## config.mk

```make
export PLATFORM = sky130hd
export DESIGN_NAME = kp_freq_entry
export DESIGN_NICKNAME = d
export VERILOG_FILES = /design/src/rtl/kp_freq_entry.sv
export SDC_FILE = /design/constraint.sdc
export NUM_CORES = 1
export LEC_CHECK = 0
export CAP_MARGIN = 5
export CORE_UTILIZATION = 55
export CTS_CLUSTER_DIAMETER = 30
export DETAILED_ROUTE_END_ITERATION = 6
export PLACE_DENSITY = 0.78
export SLEW_MARGIN = 20
export SYNTH_ARGS = -nofsm -noshare
export SYNTH_HDL_FRONTEND = slang
export SYNTH_SLANG_ARGS = --single-unit
```

## constraint.sdc

```tcl
create_clock -name FPGA_CLK1_50 -period 7 [get_ports FPGA_CLK1_50]
set_input_delay 1.4 -clock FPGA_CLK1_50 [delete_from_list [all_inputs] [get_ports FPGA_CLK1_50]]
set_output_delay 1.4 -clock FPGA_CLK1_50 [all_outputs]
set_load 0.03 [all_outputs]
```

## src/rtl/kp_freq_entry.sv

```systemverilog
// Keypad frequency entry: debounces kphit, accumulates up to MAX_DIGITS decimal
// digits and commits the value to the waveform generator on '#'.
//
// state     | meaning
// IDLE      | no key down, waiting for kphit
// PRESS_CNT | kphit high, counting stable cycles before accepting the key
// HELD      | key accepted, waiting for release
// REL_CNT   | kphit low, counting stable cycles before re-arming
module kp_freq_entry #(
  parameter int DEBOUNCE_CYCLES = 500000,
  parameter int MAX_DIGITS      = 3,
  parameter int FREQ_W          = 10
) (
  input  logic              FPGA_CLK1_50,
  input  logic              reset_n,
  input  logic              kphit,
  input  logic [3:0]        kpval,
  output logic [FREQ_W-1:0] freq_out,
  output logic              freq_valid,
  output logic [FREQ_W-1:0] entry_val,
  output logic [1:0]        digit_cnt,
  output logic              key_err
);

  localparam int              CNT_W    = $clog2(DEBOUNCE_CYCLES + 1);
  localparam logic [CNT_W-1:0] CNT_LAST = CNT_W'(DEBOUNCE_CYCLES - 1);
  localparam logic [1:0]      MAXD     = 2'(MAX_DIGITS);
  localparam logic [3:0]      KEY_CLR  = 4'd14;
  localparam logic [3:0]      KEY_ENT  = 4'd15;

  typedef enum logic [1:0] {IDLE, PRESS_CNT, HELD, REL_CNT} state_t;

  state_t           state;
  logic [CNT_W-1:0] db_cnt;
  logic             acc_stb;
  logic [3:0]       acc_key;
  logic [FREQ_W-1:0] next_entry;

  always_ff @(posedge FPGA_CLK1_50 or negedge reset_n) begin
    if (!reset_n) begin
      state   <= IDLE;
      db_cnt  <= '0;
      acc_stb <= 1'b0;
      acc_key <= 4'd0;
    end else begin
      acc_stb <= 1'b0;
      case (state)
        IDLE: begin
          if (kphit) begin
            state  <= PRESS_CNT;
            db_cnt <= CNT_W'(1);
          end
        end
        PRESS_CNT: begin
          if (!kphit) begin
            state  <= IDLE;
            db_cnt <= '0;
          end else if (db_cnt >= CNT_LAST) begin
            // The counter value of this cycle completes the stable window.
            state   <= HELD;
            db_cnt  <= '0;
            acc_stb <= 1'b1;
            acc_key <= kpval;
          end else begin
            db_cnt <= db_cnt + 1'b1;
          end
        end
        HELD: begin
          if (!kphit) begin
            state  <= REL_CNT;
            db_cnt <= CNT_W'(1);
          end
        end
        REL_CNT: begin
          if (kphit) begin
            state  <= HELD;
            db_cnt <= '0;
          end else if (db_cnt >= CNT_LAST) begin
            state  <= IDLE;
            db_cnt <= '0;
          end else begin
            db_cnt <= db_cnt + 1'b1;
          end
        end
        default: begin
          state  <= IDLE;
          db_cnt <= '0;
        end
      endcase
    end
  end

  // Arithmetic modulo 2^FREQ_W gives the same low bits as the wider product.
  always_comb begin
    next_entry = entry_val * FREQ_W'(10) + FREQ_W'(acc_key);
  end

  always_ff @(posedge FPGA_CLK1_50 or negedge reset_n) begin
    if (!reset_n) begin
      freq_out   <= '0;
      freq_valid <= 1'b0;
      entry_val  <= '0;
      digit_cnt  <= 2'd0;
      key_err    <= 1'b0;
    end else begin
      freq_valid <= 1'b0;
      key_err    <= 1'b0;
      if (acc_stb) begin
        if (acc_key <= 4'd9) begin
          if (digit_cnt < MAXD) begin
            entry_val <= next_entry;
            digit_cnt <= digit_cnt + 2'd1;
          end else begin
            key_err <= 1'b1;
          end
        end else if (acc_key == KEY_CLR) begin
          entry_val <= '0;
          digit_cnt <= 2'd0;
        end else if (acc_key == KEY_ENT) begin
          if (digit_cnt != 2'd0 && entry_val != '0) begin
            freq_out   <= entry_val;
            freq_valid <= 1'b1;
          end else begin
            key_err <= 1'b1;
          end
          entry_val <= '0;
          digit_cnt <= 2'd0;
        end else begin
          key_err <= 1'b1;
        end
      end
    end
  end

endmodule

```

Yosys cells after proc, flatten, opt, wreduce, memory -nomap -nowiden. Cells that the tools add are included.

Add/subtract/negate cells: 3. $mul: 1. Divide/modulo/power cells: 0. Magnitude comparators: 3. Equal/unequal tests: 10. Shifts and indexed selects: 0. Multiplexer cells: 35. Bitwise gates (word level): 2. Reductions and logical operators: 10.

Operators with widths (count): 19-bit 2-to-1 mux (5); 19-bit case mux with 4 select lines (1); 10-bit 2-to-1 mux (4); 2-bit 2-to-1 mux (10); 19-bit by 1-bit adder with 19-bit output (second input constant) (1); 19-bit greater-or-equal comparator (second input constant) (1); 1-bit 2-to-1 mux (14); 10-bit by 4-bit adder with 10-bit output (1); 10-bit by 3-bit multiplier with 9-bit output (second input constant) (1); 10-bit nonzero test (1); 4-bit equality test (second input constant) (2); 2-bit case mux with 4 select lines (1); 3-bit inequality test (second input constant) (2); 3-bit AND reduction (2); 5-bit AND reduction (1); 2-bit equality test (second input constant) (2); 4-bit less-or-equal comparator (second input constant) (1); 2-bit inequality test (second input constant) (2); 4-bit AND reduction (1); 3-bit nonzero test (1); 2-bit by 1-bit adder with 2-bit output (second input constant) (1); 2-bit by 1-bit equality test with 1-bit output (second input constant) (1); 2-bit zero test (1); 2-bit less-than comparator (second input constant) (1); other kinds (5) (6).

Register bits: 50. Latch bits: 0. RAM bits: 0. Memory bits (read-only): 0. Input port bits: 7. Output and inout bits: 24. Logic and storage cells: 73. Memories kept: 0.

Depth between registers and ports, before layout.
Word-level depth: 7. Depth in mapped cells: 8. Mapped depth without buffers: 8.

Least setup slack after synthesis. Ideal clock, no wire load.

Kind: register -> register. From: register entry_val[1]. To: register entry_val[9]. Setup time: 0.083 ns. Data arrival time: 2.754 ns. Required time: 6.917 ns. Setup slack: 4.163 ns. Stages on the path, launching flop included: 9. Buffers on the path: 0. Clock period less this slack: 2.837 ns. Cells stage by stage: dfrtp_1 -> ha_1 -> ha_1 -> fa_1 -> a211oi_1 -> o22ai_1 -> nor4b_1 -> xnor3_1 -> o21ai_0.

Cells in the longest elaborated chain, start to end: 4.

RTL lines: from (decl) (RTL line 20) `output logic [FREQ_W-1:0] entry_val,`; from (signal assigned) (RTL line 111) `entry_val <= next_entry;`; 10-bit by 3-bit multiplier with 9-bit output (RTL line 95) `next_entry = entry_val * FREQ_W'(10) + FREQ_W'(acc_key);`; 10-bit by 4-bit adder with 10-bit output (RTL line 95); 10-bit 2-to-1 mux (RTL line 110) `if (digit_cnt < MAXD) begin`; 10-bit 2-to-1 mux (RTL line 109) `if (acc_key <= 4'd9) begin`.

Every way passes these cells. The select of a mux whose other input is x is not followed. A chain may end at the register's enable or synchronous reset.

Worst setup path after layout.
From: input port kphit. To: register db_cnt[11].

Cells in the longest elaborated chain, start to end: 2. Elaborated cells on any way between the ends: 6. Those cells by class: 2 x eq/ne; 3 x mux; 1 x reduce/logical.

RTL lines: from (decl) (RTL line 16) `input logic kphit,`; 19-bit 2-to-1 mux, or another cell as far along (RTL line 75) `if (kphit) begin`; 19-bit case mux with 4 select lines or 2-bit AND reduction (tied branches); to (signal assigned) (RTL line 65) `db_cnt <= db_cnt + 1'b1;`; to (signal assigned) (RTL line 82) `db_cnt <= db_cnt + 1'b1;`; to (decl) (RTL line 34) `logic [CNT_W-1:0] db_cnt;`.

Several ways; a longest one is shown, not always the timed one.

==> impl_metrics.ini <==
[die]
fp.dieArea_mm2 = 0.00568
die_h_um = 75.3
placementRows = 26
number_of_ports_placed_on_the_die_boundary = 31
start_util = 0.575
die_boundary_width_um = 75.3
placeable_core_area_mm2 = 0.00514

[placed_design]
port_buffers = 30
routability_congestion = 0.856
hpwlAfterDp_um = 4300
detailedPlace.worstSlack_ps = 3460

[power_and_ir_drop]
combinational_share_of_power = 0.155
power.density_mw_per_mm2 = 173
seq_power_share = 0.544
int_pwr_uw = 409
total_power_uw = 590
switching_share = 0.307
p_switching_uw = 181
p_leak_nw = 1.53
power.ir.vdd_worst_mv = 0.130
share_of_power_burned_in_the_clock_network = 0.301

[flow_run]
max-cap-violations = 0

[critical_path]
critical_path.endpoint_type = flop
critical_path.top_delay_family = compound AO/OA/AOI/OAI gates
path_cells = clkdlybuf4s50_1 > xor2_1 > and2_1 > o21ai_2 > o311ai_1
start_kind = primary input
rr_endpoint = entry_val[9]$_DFFE_PN0P_
max_stage_delay_ps = 510
critical-path-slowest-cell = sky130_fd_sc_hd__clkdlybuf4s50_1
worst-endpoint-required_ps = 7210
worst-endpoint-arrival_ps = 3470
reg2reg_slack_ps = 3920
setup.worst_path.class = in2reg
worst-path-buf-inv = 1
worstRegToRegCells = 8
critical_r2r_launch = entry_val[1]$_DFFE_PN0P_
path_max_fanout = 16

[route]
detail_route.wirelength_um = 6210
drt_first_pass_iters = 4
drt-initial-drc-count = 217
routed_via_density = 6.08
antenna_left = 0
drc_errors = 0
route.detailed.wl_per_inst_um = 15.8
vias = 2383

[synth]
synth_enable_flop_cells = 0
yosys_warnings = 0
multiplexer_share_of_the_synthesized_area = 0.0571
postSynth.asyncResetShare = 1.00
synth_xor_xnor_area_share = 0.0313
synth-adder-area-share = 0.0854
synth_simple_gate_area_share = 0.197
sequential_element_share_of_the_synthesized_area = 0.423
synth_cell_types = 53
top_cell_type_by_total_area_after_synthesis = sky130_fd_sc_hd__dfrtp_1
synth_top_cells_by_count = sky130_fd_sc_hd__dfrtp_1, sky130_fd_sc_hd__nand2_1, sky130_fd_sc_hd__o21ai_0
avgSynthCellArea_um2 = 10.1
largest_family_of_logic_cells_by_synthesized_area = simple AND/OR/NAND/NOR gates
synth_compound_gate_area_share = 0.180
netlist.area_leader.share = 0.423
mappedNetlistArea_mm2 = 0.00296
post_syn_instances = 294
postSynthRegisterBits = 50
net_count_after_synthesis = 320
synth_top_cells_by_area = sky130_fd_sc_hd__dfrtp_1, sky130_fd_sc_hd__ha_1, sky130_fd_sc_hd__nand2_1
dominantRegCellSynth = sky130_fd_sc_hd__dfrtp_1
synthMostInstantiatedCell = sky130_fd_sc_hd__dfrtp_1

[sta]
rsz0062_at_grt = no
timing.final.crit_share = 0.465
max_slew.worst_pin.slew_ps = 736
final.min_clock_period_ps = 3260
slew_headroom = 0.509
timing.hold.ws_ps = 509
fin_setup_tns_ps = 0
final-max-slew-violation-count = 0
finalWorstSetupSlack_ps = 3740
timing.final.hold_violations = 0
final.setup_skew_ps = 11.3
setup_viol = 0
fmaxAchievable_mhz = 307

[grt]
globalRouteTotalUtil = 0.238
pin_count_of_the_biggest_net_entering_global_routing = 51
grt_remaining_overflow = 0
grt_pass1_wl_um = 10100
antenna_violations_before_repair = 0
via_count_of_the_first_global_routing_pass = 2163

[status]
run_status = complete, no violations

[clocking]
clock_tree.buffer_depth = 2
clk_pin_slew_ps = 90
post_cts.resized_instances = 0
worst_skew_pair.late_latency_ps = 310
clk_root_buffer_cell = sky130_fd_sc_hd__clkbuf_8
numClockSinks = 50
cts_inserted_buffers = 5
cts_hold_buf = 0
htree_levels = 2
tritoncts_clock_tree = yes
post_cts.repair.setup_buffers = 0

[cells_and_area]
sequential_cell_area_mm2 = 0.00125
antennaDiodeCount = 0
multiInputGateArea_mm2 = 0.00163
layout-drive-gt1-share = 0.109
layout_net_count = 347
num-fill-cells = 443
area_delta_synth_final_pct = 14.9

[min_path]
hp-class = reg2reg
hp-start = freq_out[6]$_DFFE_PN0P_
worstHoldEndpoint = freq_out[6]$_DFFE_PN0P_
worst_hold_path.num_cells = 1
## sequential cells by signal, summed over array words and instances, names as in the netlist, named ones only
| register | count |
|---|---|
| entry_val | 10 |
| state | 1 |
| digit_cnt | 2 |
| key_err | 1 |
| freq_valid | 1 |
| acc_stb | 1 |
| db_cnt | 19 |
| acc_key | 4 |
| freq_out | 10 |
## kinds of logic after synthesis
kind of cell	Yosys count
AOI/OAI and AO/OA	74
xor gates and xnor gates	9
adders and majority gates	19
buffers and inverters	18
DFF	50
muxes	15
and+or+nand+nor	109
## placed cells by master, fill, tap and decap left out, types with 2 or more instances in the layout
cell / netlist / routed
sky130_fd_sc_hd__fa_1: 2 / 2
sky130_fd_sc_hd__o22ai_1: 2 / 2
sky130_fd_sc_hd__clkbuf_8: 0 / 6
sky130_fd_sc_hd__a21o_1: 3 / 3
sky130_fd_sc_hd__o221ai_1: 2 / 2
sky130_fd_sc_hd__xnor2_1: 4 / 4
sky130_fd_sc_hd__nor4_1: 2 / 2
sky130_fd_sc_hd__nand2_1: 43 / 43
sky130_fd_sc_hd__dfrtp_1: 50 / 50
sky130_fd_sc_hd__or4_1: 2 / 2
sky130_fd_sc_hd__o211ai_1: 7 / 7
sky130_fd_sc_hd__xor2_1: 4 / 4
sky130_fd_sc_hd__clkdlybuf4s50_1: 0 / 29
sky130_fd_sc_hd__o311ai_1: 6 / 6
sky130_fd_sc_hd__o31a_1: 2 / 2
sky130_fd_sc_hd__mux2_2: 13 / 13
sky130_fd_sc_hd__nand4_1: 8 / 8
sky130_fd_sc_hd__and3_1: 13 / 13
sky130_fd_sc_hd__and4_1: 2 / 2
sky130_fd_sc_hd__ha_1: 17 / 17
sky130_fd_sc_hd__nand3_1: 10 / 10
sky130_fd_sc_hd__o21bai_1: 3 / 3
sky130_fd_sc_hd__inv_1: 6 / 6
sky130_fd_sc_hd__o21ai_1: 2 / 2
sky130_fd_sc_hd__nor2_1: 9 / 8
sky130_fd_sc_hd__a22o_1: 4 / 4
sky130_fd_sc_hd__and2_1: 5 / 5
sky130_fd_sc_hd__nor3_1: 6 / 6
sky130_fd_sc_hd__a21oi_1: 8 / 8
sky130_fd_sc_hd__o21a_1: 3 / 3
sky130_fd_sc_hd__o21ai_0: 21 / 21
sky130_fd_sc_hd__buf_4: 0 / 2
sky130_fd_sc_hd__mux2_1: 2 / 2
sky130_fd_sc_hd__a211oi_1: 2 / 2
## worst register-to-register path, stage by stage (launching register included)
cell,delay [ps]
sky130_fd_sc_hd__dfrtp_1,480
sky130_fd_sc_hd__ha_1,340
sky130_fd_sc_hd__ha_1,230
sky130_fd_sc_hd__fa_1,410
sky130_fd_sc_hd__a211oi_1,410
sky130_fd_sc_hd__o22ai_1,150
sky130_fd_sc_hd__nor4b_1,440
sky130_fd_sc_hd__xnor3_1,390
sky130_fd_sc_hd__o21ai_0,140
## metrics by stage
stage | util | area, µm² | std cells
floorplan | - | 2960 | 294
global placement | 0.642 | 3300 | 384
detailed placement | 0.642 | 3300 | 384
CTS | 0.661 | 3400 | 392
global route | 0.661 | 3400 | 392
finish | 0.661 | 3400 | 392
## cell type report
class,count,area share
multi-input combinational,226,0.480
sequential,50,0.368
timing repair buffer,32,0.0913
tap,70,0.0258
clock buffer,6,0.0243
inverter,6,0.00662
clock inverter,2,0.00368
## metal layers
metal  track usage  wire length [µm]
met1         0.347              3010
met4        0.0761                44
met3        0.0476               264
met5             0                 0
met2         0.357              2890
## worst max path at each step
stage	startpoint	end	slack, ps	cells after the start
after CTS	kphit	db_cnt[11]$_DFFE_PN0P_	3780	5
after global placement	kphit	db_cnt[14]$_DFFE_PN0P_	3580	5
after global routing	kphit	db_cnt[10]$_DFFE_PN0P_	3650	5
final	kphit	db_cnt[11]$_DFFE_PN0P_	3740	5
after detailed placement	kphit	db_cnt[11]$_DFFE_PN0P_	3460	5
after floorplan	entry_val[1]$_DFFE_PN0P_	entry_val[9]$_DFFE_PN0P_	4160	8
## power groups by stage
stage,clock network [mW],logic (mW),registers [mW]
after floorplan,0,0.0689,0.319
after global routing,0.192,0.103,0.324
after global placement,0,0.0889,0.325
after detailed placement,0,0.0905,0.326
final,0.177,0.0915,0.321
after CTS,0.180,0.0908,0.321
Power figures use the tool's default switching activity.
